[src/rtl/jpeg_dma_pp.sv]
// Double-buffered block DMA: fetches frame blocks over Wishbone into two BRAM banks, handing each to the DCT.
// Optional STATUS[31:16] cycle counter enabled by defining JPEG_DMA_PP_CYCCNT_EN.
module jpeg_dma_pp #(
   parameter int BLK_W   = 8,
   parameter int BLK_H   = 8,
   parameter int BANK_AW = 4
) (
   input  logic               clk_i,
   input  logic               rst_ni,
   input  logic [31:0]        wb_adr_i,
   input  logic [31:0]        wb_dat_i,
   input  logic               wb_we_i,
   input  logic               dmaen_i,
   output logic [31:0]        wb_dat_o,
   output logic [31:0]        wbm_adr_o,
   output logic               wbm_cyc_o,
   output logic               wbm_stb_o,
   output logic               wbm_we_o,
   output logic [3:0]         wbm_sel_o,
   output logic [31:0]        wbm_dat_o,
   input  logic               wbm_ack_i,
   input  logic [31:0]        wbm_dat_i,
   output logic [31:0]        dma_bram_data_o,
   output logic [BANK_AW:0]   dma_bram_addr_o,
   output logic               dma_bram_we_o,
   output logic               start_dct_o,
   output logic               dct_bank_o,
   input  logic               dct_busy_i
);

   localparam int                 WPL     = BLK_W / 4;
   localparam logic [BANK_AW-1:0] WMASK   = BANK_AW'(WPL - 1);
   localparam logic [31:0]        BLK_W32 = 32'(BLK_W);
   localparam logic [31:0]        BLK_H32 = 32'(BLK_H);

   typedef enum logic [2:0] {S_IDLE, S_FETCH, S_RELEASE, S_WAIT, S_DONE} state_t;

   state_t              state;
   logic [31:0]         srcaddr, addr, line_base, blk_base, row_base;
   logic [11:0]         pitch;
   logic [7:0]          endx, endy, bx, by;
   logic [BANK_AW-1:0]  widx;
   logic                fill_bank, dct_bank, dct_active, go_pending, frame_done;
   logic [1:0]          occ, occ_n;
   logic [15:0]         cyccnt;

   logic [2:0]          rsel;
   logic                reg_wr, ctrl_wr, start_wr, next_wr, abort_wr, start_acc;
   logic                fetch_ack, last_word, last_blk, last_frame, blk_end, rel;
   logic                running, dct_ready;
   logic [31:0]         pitch32, line_next, blk_next, row_next, status;
   logic                unused;

   assign unused    = ^{wb_adr_i[31:5], wb_adr_i[1:0]};

   assign rsel      = wb_adr_i[4:2];
   assign reg_wr    = dmaen_i & wb_we_i;
   assign ctrl_wr   = reg_wr && (rsel == 3'd4);
   assign start_wr  = ctrl_wr & wb_dat_i[0];
   assign next_wr   = ctrl_wr & wb_dat_i[1];
   assign abort_wr  = ctrl_wr & wb_dat_i[2];
   assign start_acc = start_wr && !abort_wr && (state == S_IDLE);

   assign fetch_ack  = (state == S_FETCH) && wbm_ack_i;
   assign last_word  = ((widx & WMASK) == WMASK);
   assign last_blk   = &widx;
   assign last_frame = (bx == endx) && (by == endy);
   assign blk_end    = fetch_ack && last_blk;
   assign rel        = next_wr && dct_active;

   assign pitch32   = {20'd0, pitch};
   assign line_next = line_base + pitch32;
   assign blk_next  = blk_base + BLK_W32;
   assign row_next  = row_base + pitch32 * BLK_H32;

   // A block end and a bank release in the same cycle cancel out.
   always_comb begin
      occ_n = occ;
      if (blk_end && !rel)
         occ_n = occ + 2'd1;
      else if (!blk_end && rel)
         occ_n = occ - 2'd1;
   end

   assign running   = (state != S_IDLE);
   assign dct_ready = (occ != 2'd0) && !dct_active && !go_pending && !dct_busy_i;

   assign wbm_adr_o       = addr;
   assign wbm_cyc_o       = (state == S_FETCH);
   assign wbm_stb_o       = wbm_cyc_o;
   assign wbm_we_o        = 1'b0;
   assign wbm_sel_o       = 4'hF;
   assign wbm_dat_o       = '0;
   assign dma_bram_data_o = wbm_dat_i;
   assign dma_bram_addr_o = {fill_bank, widx};
   assign dma_bram_we_o   = fetch_ack;
   assign start_dct_o     = (occ != 2'd0) && !dct_active && go_pending && !dct_busy_i;
   assign dct_bank_o      = dct_bank;

   assign status = {cyccnt, 11'd0, occ, frame_done, dct_ready, running};

   always_comb begin
      wb_dat_o = '0;
      case (rsel)
         3'd0:    wb_dat_o = srcaddr;
         3'd1:    wb_dat_o = pitch32;
         3'd2:    wb_dat_o = {24'd0, endx};
         3'd3:    wb_dat_o = {24'd0, endy};
         3'd4:    wb_dat_o = status;
         default: wb_dat_o = '0;
      endcase
   end

   always_ff @(posedge clk_i) begin
      if (!rst_ni) begin
         state      <= S_IDLE;
         srcaddr    <= '0;
         pitch      <= '0;
         endx       <= '0;
         endy       <= '0;
         addr       <= '0;
         line_base  <= '0;
         blk_base   <= '0;
         row_base   <= '0;
         widx       <= '0;
         bx         <= '0;
         by         <= '0;
         fill_bank  <= 1'b0;
         dct_bank   <= 1'b0;
         occ        <= '0;
         dct_active <= 1'b0;
         go_pending <= 1'b0;
         frame_done <= 1'b0;
      end else begin
         if (reg_wr) begin
            case (rsel)
               3'd0:    srcaddr <= wb_dat_i;
               3'd1:    pitch   <= wb_dat_i[11:0];
               3'd2:    endx    <= wb_dat_i[7:0];
               3'd3:    endy    <= wb_dat_i[7:0];
               default: ;
            endcase
         end

         if (abort_wr) begin
            state      <= S_IDLE;
            occ        <= '0;
            dct_active <= 1'b0;
            go_pending <= 1'b0;
         end else if (start_acc) begin
            state      <= S_FETCH;
            addr       <= srcaddr;
            line_base  <= srcaddr;
            blk_base   <= srcaddr;
            row_base   <= srcaddr;
            widx       <= '0;
            bx         <= '0;
            by         <= '0;
            fill_bank  <= 1'b0;
            dct_bank   <= 1'b0;
            occ        <= '0;
            dct_active <= 1'b0;
            go_pending <= 1'b1;
            frame_done <= 1'b0;
         end else begin
            occ <= occ_n;
            if (start_dct_o) begin
               dct_active <= 1'b1;
               go_pending <= 1'b0;
            end
            if (next_wr) begin
               go_pending <= 1'b1;
               if (dct_active) begin
                  dct_active <= 1'b0;
                  dct_bank   <= ~dct_bank;
               end
            end

            case (state)
               S_FETCH: begin
                  if (wbm_ack_i) begin
                     widx <= widx + 1'b1;
                     if (last_blk) begin
                        fill_bank <= ~fill_bank;
                        if (last_frame)
                           state <= S_DONE;
                        else if (occ_n == 2'd2)
                           state <= S_WAIT;
                        else
                           state <= S_RELEASE;
                        // Next block starts either one block right or at the next block row.
                        if (bx == endx) begin
                           bx        <= '0;
                           by        <= by + 8'd1;
                           row_base  <= row_next;
                           blk_base  <= row_next;
                           line_base <= row_next;
                           addr      <= row_next;
                        end else begin
                           bx        <= bx + 8'd1;
                           blk_base  <= blk_next;
                           line_base <= blk_next;
                           addr      <= blk_next;
                        end
                     end else if (last_word) begin
                        line_base <= line_next;
                        addr      <= line_next;
                        state     <= S_RELEASE;
                     end else begin
                        addr <= addr + 32'd4;
                     end
                  end
               end
               S_RELEASE: state <= S_FETCH;
               S_WAIT:    if (occ < 2'd2) state <= S_RELEASE;
               S_DONE: begin
                  if (occ == 2'd0) begin
                     state      <= S_IDLE;
                     frame_done <= 1'b1;
                  end
               end
               default: ;
            endcase
         end
      end
   end

`ifdef JPEG_DMA_PP_CYCCNT_EN
   always_ff @(posedge clk_i) begin
      if (!rst_ni)
         cyccnt <= '0;
      else if (start_acc || next_wr)
         cyccnt <= '0;
      else if ((running || dct_busy_i) && (cyccnt != 16'hFFFF))
         cyccnt <= cyccnt + 16'd1;
   end
`else
   assign cyccnt = '0;
`endif

endmodule
[config.mk]
export PLATFORM = sky130hd
export DESIGN_NAME = jpeg_dma_pp
export DESIGN_NICKNAME = d
export VERILOG_FILES = /design/src/rtl/jpeg_dma_pp.sv
export SDC_FILE = /design/constraint.sdc
export NUM_CORES = 1
export LEC_CHECK = 0
export CORE_MARGIN = 5
export CORE_UTILIZATION = 30
export DETAILED_ROUTE_END_ITERATION = 10
export GPL_ROUTABILITY_DRIVEN = 0
export SYNTH_ARGS = -nofsm -noshare
export SYNTH_HDL_FRONTEND = slang
export SYNTH_SLANG_ARGS = --single-unit
[constraint.sdc]
create_clock -name clk_i -period 2.3 [get_ports clk_i]
set_input_delay 0.46 -clock clk_i [delete_from_list [all_inputs] [get_ports clk_i]]
set_output_delay 0.46 -clock clk_i [all_outputs]
set_load 0.005 [all_outputs]
# Word level (Yosys, flattened, before mapping)
# Cells that the tools add are included.
totals:
  regBits: 218
  latchBits: 0
  ramBits: 0
  romBits: 0
  in_bits: 102
  output_inout_bits: 143
  elab_cells: 169
  mem_count: 0
op_classes:
  n_addsub: 9
  n_mul: 0
  div_mod_pow: 0
  order_cmp: 1
  n_eq_ne: 19
  shift: 0
  n_mux: 61
  bitwise: 8
  n_reduce_logical: 52
op_table:
  columns: ["cell", "count"]
  rows:
  - ["two-way mux 32 bit", 20]
  - ["case mux 32 bit (5 select lines)", 1]
  - ["two-way mux 8 bit", 10]
  - ["adder 32 x 12 -> 32 bit", 1]
  - ["adder 32 x 15 -> 32 bit", 1]
  - ["adder 32 x 3 -> 32 bit (second input constant)", 1]
  - ["adder 32 x 4 -> 32 bit (second input constant)", 1]
  - ["two-way mux 1 bit", 18]
  - ["two-way mux 3 bit", 6]
  - ["nonzero test 2 bit", 9]
  - ["adder 8 x 1 -> 8 bit (second input constant)", 2]
  - ["equality test 8 bit", 2]
  - ["AND reduction 5 bit", 3]
  - ["logical AND 1 bit", 14]
  - ["equality test 3 x 2 -> 1 bit (second input constant)", 4]
  - ["two-way mux 4 bit", 3]
  - ["case mux 3 bit (4 select lines)", 1]
  - ["AND reduction 4 bit", 3]
  - ["AND reduction 3 bit", 3]
  - ["nonzero test 3 bit", 3]
  - ["AND reduction 2 bit", 4]
  - ["equality test 3 x 1 -> 1 bit (second input constant)", 2]
  - ["equality test 3 bit (second input constant)", 2]
  - ["logical NOT 1 bit", 6]
  - ["other kinds (19)", 30]

# Depth between registers and ports, before layout
depth:
  word_depth: 14
  mapped_depth: 11
  mapped_depth_nobuf: 11

# Worst setup path after synthesis
# OpenSTA, ideal clock, no wires.
synth_path:
  path_kind: "register to register"
  start: "register pitch[0]"
  end: "register addr[18], in the netlist wbm_adr_o[18]"
  setup_time_ps: 86
  arrival_time_ps: 2480
  required_ps: 2214
  setup_slack_ps: -266
  path_stages_with_launch: 12
  path_buffers: 0
  period_less_slack_ps: 2566
  cell_sequence: "dfxtp_1 ha_1 inv_1 fa_1 nor2b_1 o31a_1 o2111ai_1 a21oi_2 o21ai_1 xor2_1 a211o_1 a211oi_1"
synth_between:
  elab_chain_len: 6
  word_cells_on_any_way: 8
  cone_classes: "2 x add/sub; 6 x mux"
synth_lines:
  columns: ["item", "line_no", "source"]
  rows:
  - ["from (decl)", "40", "logic [11:0] pitch;"]
  - ["from (signal assigned)", "138", "3'd1: pitch <= wb_dat_i[11:0];"]
  - ["adder 32 x 12 -> 32 bit / adder 32 x 15 -> 32 bit (equally long branches)", "72, 74", null]
  - ["two-way mux 32 bit, on equally long branches", "205, 192", null]
  - ["two-way mux 32 bit (*)", "183", "if (last_blk) begin"]
  - ["two-way mux 32 bit (*)", "181", "if (wbm_ack_i) begin"]
  - ["two-way mux 32 bit (*)", "179", "case (state)"]
  - ["two-way mux 32 bit (*)", "150", "end else if (start_acc) begin"]
  - ["to (signal assigned)", "152", "addr <= srcaddr;"]
  - ["to (signal assigned)", "198", "addr <= row_next;"]
  - ["to (signal assigned)", "203", "addr <= blk_next;"]
  - ["to (decl)", "39", "logic [31:0] srcaddr, addr, line_base, blk_base, row_base;"]
# Mark *: on every way between the ends. The rest lies on a longest branch, timed or not. The select of a mux whose other input is x is not followed.
# A chain may end at the register's enable or synchronous reset.

# Worst setup path after layout
layout_path:
  start: "register pitch[0]"
  end: "register addr[27], in the netlist wbm_adr_o[27]"
# The elaborated chain is that of the path after synthesis.

==> flow_metrics.py <==
metrics = {
    "clock_network": {
        "cts_max_path_buffers": 3,
        "clock_tree_from_tritoncts": "built",
        "cts.clk_slew.worst_paths_ns": 0.06,
        "number_of_clock_buffers_inserted_by_tritoncts": 26,
        "ctsHtreeMaxLevel": 1,
        "cts.root.buffer_cell": "clkbuf_16",
        "clkLatencyLatePin_ns": 0.57,
        "numClockSinks": 218,
    },
    "logic_synthesis": {
        "synth_edf_count": 0,
        "ys_async_sr_fraction": 0,
        "synth_area_leader_cell": "dfxtp_1",
        "ys_ff_latch": 218,
        "post_synth_inst_count": 1788,
        "avgSynthCellArea_um2": 7.71,
        "yosysWarnings": 0,
        "share_of_synthesized_area_occupied_by_flip_flops_and_latches": 0.317,
        "synth_top_cells_by_area": "dfxtp_1, nand2_1, a21oi_1",
        "synthFlopType": "dfxtp_1",
        "netlist.area_leader.share": 0.317,
        "synth.cell_area_um2": 13800,
        "yosys.cell_types.count": 90,
    },
    "global_routing": {
        "pin_count_of_the_biggest_net_entering_global_routing": 54,
        "grt_first_pass_wirelength_um": 87300,
        "grt_util_all_layers": 0.216,
        "first_global_vias": 15400,
        "grt_antenna_before_repair": 1,
        "gr-total-overflow": 0,
    },
    "layout": {
        "final_cells": 2831,
        "nets": 2345,
        "post_route_cells_drive_above_1_share": 0.351,
        "final_util": 0.466,
        "highest_count_cells_in_the_layout_ignoring_fill_and_taps": "buf_4, nand2_1, dfxtp_1, nor2_1, a21oi_1",
        "stdcell_area_um2": 21200,
        "syn2layout_area_growth_pct": 53.5,
        "antenna_cells": 0,
        "layout.cells.most_common": "buf_4",
    },
    "timing": {
        "whs_ns": 0.443,
        "max_freq_ghz": 0.371,
        "setup_viol_count_final": 80,
        "rsz0062_at_grt": "yes",
        "layout_worst_path_cycle_share": 1.17,
        "worst_clock_skew_ns": 0.0315,
        "max_slew_margin": 0.561,
        "finalMaxSlewViolations": 0,
        "max_slew.worst_pin.slew_ns": 0.651,
        "report.final.hold_viol_count": 0,
        "post-route-min-period_ns": 2.70,
        "timing.final.ws_setup_ns": -0.395,
    },
    "route": {
        "wire_per_inst_um": 20.6,
        "initialDrtViolationCount": 1622,
        "detailroute.via_count": 15400,
        "drc": 0,
        "avgViaCountPerCell": 5.45,
        "dr.pass1.iters": 5,
        "drt-total-wl_um": 58300,
        "ant_nets": 0,
    },
    "setup_path": {
        "crit_fanout": 7,
        "cp_max_stage_delay_ns": 0.45,
        "critical_path.slowest_cell": "a2111oi_4",
        "worst_setup_path_end_kind": "flip-flop",
        "worst_setup_path_type": "reg -> reg",
        "critical_path.startpoint_type": "flip-flop",
        "ff2ff_path_depth": 12,
        "path_cells": "ha_4 > buf_4 > a21o_1 > a2111oi_4 > o21ai_2 > a31oi_4 > buf_12 > buf_6 > nor3_4 > xnor2_2 > a221oi_2 > a211oi_2",
        "cp_data_required_time_ns": 2.73,
        "critical_path_arrival_ns": 3.13,
    },
    "placed_design": {
        "io_buffers": 114,
        "post_placement_cell_area_um2": 18000,
        "placed_cells_incl_taps": 2724,
        "hpwlAfterDp_um": 42400,
    },
    "outcome": {
        "violations_in_the_final_reports": "negative setup slack",
        "run_status": "finished, violations left",
    },
    "worst_hold_path": {
        "hold_path_depth": 3,
        "worstHoldPathType": "in -> reg",
    },
    "power_and_ir_drop": {
        "cellLeakagePower_uw": 0.00839,
        "worst_ir_drop_vdd_mv": 0.473,
        "totalPowerFinal_uw": 8910,
        "powerDensity_nw_per_um2": 421,
    },
    "floorplanning": {
        "initial_core_util": 0.304,
        "die_height_um": 224,
        "die_area_um2": 50300,
        "std_cell_rows": 78,
        "coreArea_um2": 45400,
        "fp.dieW_um": 224,
        "io-pin-count": 245,
    },
    "run": {
        "max_cap_check_violation_count": 0,
    },
}
[cells in the mapped netlist (6+ instances only)]
| library cell | number |
|---|---|
| nand2_1 | 226 |
| dfxtp_1 | 218 |
| nor2_1 | 204 |
| a21oi_1 | 162 |
| o21ai_0 | 97 |
| xnor2_1 | 77 |
| buf_4 | 72 |
| clkbuf_1 | 68 |
| xor2_1 | 63 |
| nand3_1 | 56 |
| nor3_1 | 49 |
| mux2i_1 | 46 |
| nand4_1 | 33 |
| ha_1 | 30 |
| and2_1 | 29 |
| a31oi_1 | 25 |
| inv_1 | 25 |
| a211oi_1 | 24 |
| and3_1 | 19 |
| buf_2 | 18 |
| o21a_1 | 14 |
| o211ai_1 | 12 |
| and4_1 | 11 |
| a221oi_1 | 10 |
| nor4_1 | 10 |
| or3_1 | 10 |
| a21boi_0 | 9 |
| o21bai_1 | 9 |
| o22ai_1 | 9 |
| a211o_1 | 8 |
| nand2b_1 | 8 |
| a22oi_1 | 7 |
| o221a_2 | 7 |
| o31ai_1 | 7 |
| a21o_1 | 6 |
| buf_1 | 6 |
| or4_1 | 6 |
[per-stage QoR]
stage               setup TNS (ns)  worst slack (ns)
finish                      -16.13            -0.395
global route                -23.11            -0.452
CTS                         -13.64            -0.315
detailed placement          -88.74            -0.618
global placement            -81.36            -0.585
floorplan                    -1.16            -0.128
[where the power goes]
group / switching, uW / internal [uW] / total [uW]
clock network: 1780 / 2450 / 4230
logic: 464 / 388 / 852
registers: 37.1 / 3790 / 3830
total: 2280 / 6630 / 8910
[worst max-delay path, delay by kind of cell, from the launching register on]
family	cells	cell delay, ns
buffers and inverters	3	0.38
adders and majority gates	1	0.16
and+or+nand+nor	1	0.04
AOI/OAI and AO/OA	6	1.43
DFF	1	0.37
xor gates and xnor gates	1	0.17
[cells by family after synthesis]
family | count (synthesis) | share of synthesized area
simple gates | 698 | 0.239
compound gates | 452 | 0.207
flops | 218 | 0.317
buf+inv | 191 | 0.0738
xor+xnor | 140 | 0.0890
mux | 55 | 0.0440
fa+ha+maj | 32 | 0.0301
other cells | 2 | 0.000545
[per-layer routing]
metal / wire length, um / vias up / global-route usage / share of wire
met2: 27300 / 736 / 0.359 / 0.47
met1: 23300 / 7396 / 0.275 / 0.40
li1: - / 7105 / - / -
met4: 2820 / 2 / 0.0872 / 0.048
met3: 4780 / 186 / 0.0431 / 0.082
met5: 17 / - / 0 / 0.00029
[worst paths after layout]
check	start	end	slack, ns
worst max-delay path	pitch[0]	wbm_adr_o[27]	-0.40
worst min-delay path	wb_dat_i[16]	srcaddr[16]	0.44
worst max register to register	pitch[0]	wbm_adr_o[27]	-0.40
worst min register to register	row_base[2]	row_base[2]	0.47
[cell type report]
type / instances / area, um^2
clock buffer: 36 / 728
clock inverter: 12 / 129
fill: 4303 / 24200
inverter: 26 / 97.6
multi-input combinational: 1415 / 10300
sequential: 218 / 4430
tap: 600 / 751
timing repair buffer: 524 / 4700
[flip-flops by register name (all words and copies together) (netlist names)]
| register | count |
|---|---|
| dct_active | 1 |
| widx | 4 |
| row_base | 32 |
| endx | 8 |
| fill_bank | 1 |
| pitch | 12 |
| occ | 2 |
| blk_base | 32 |
| by | 8 |
| dct_bank_o | 1 |
| wbm_adr_o | 32 |
| line_base | 32 |
| state | 3 |
| frame_done | 1 |
| endy | 8 |
| go_pending | 1 |
| bx | 8 |
| srcaddr | 32 |
[repair_timing]
action	in CTS	in global routing
gates cloned	4	0
endpoints found under the setup margin	146	134
hold buffers	0	0
setup buffers	30	40
pin swaps	143	154
gates resized for setup	289	202
Note: power is estimated with default switching activity, not from simulation.
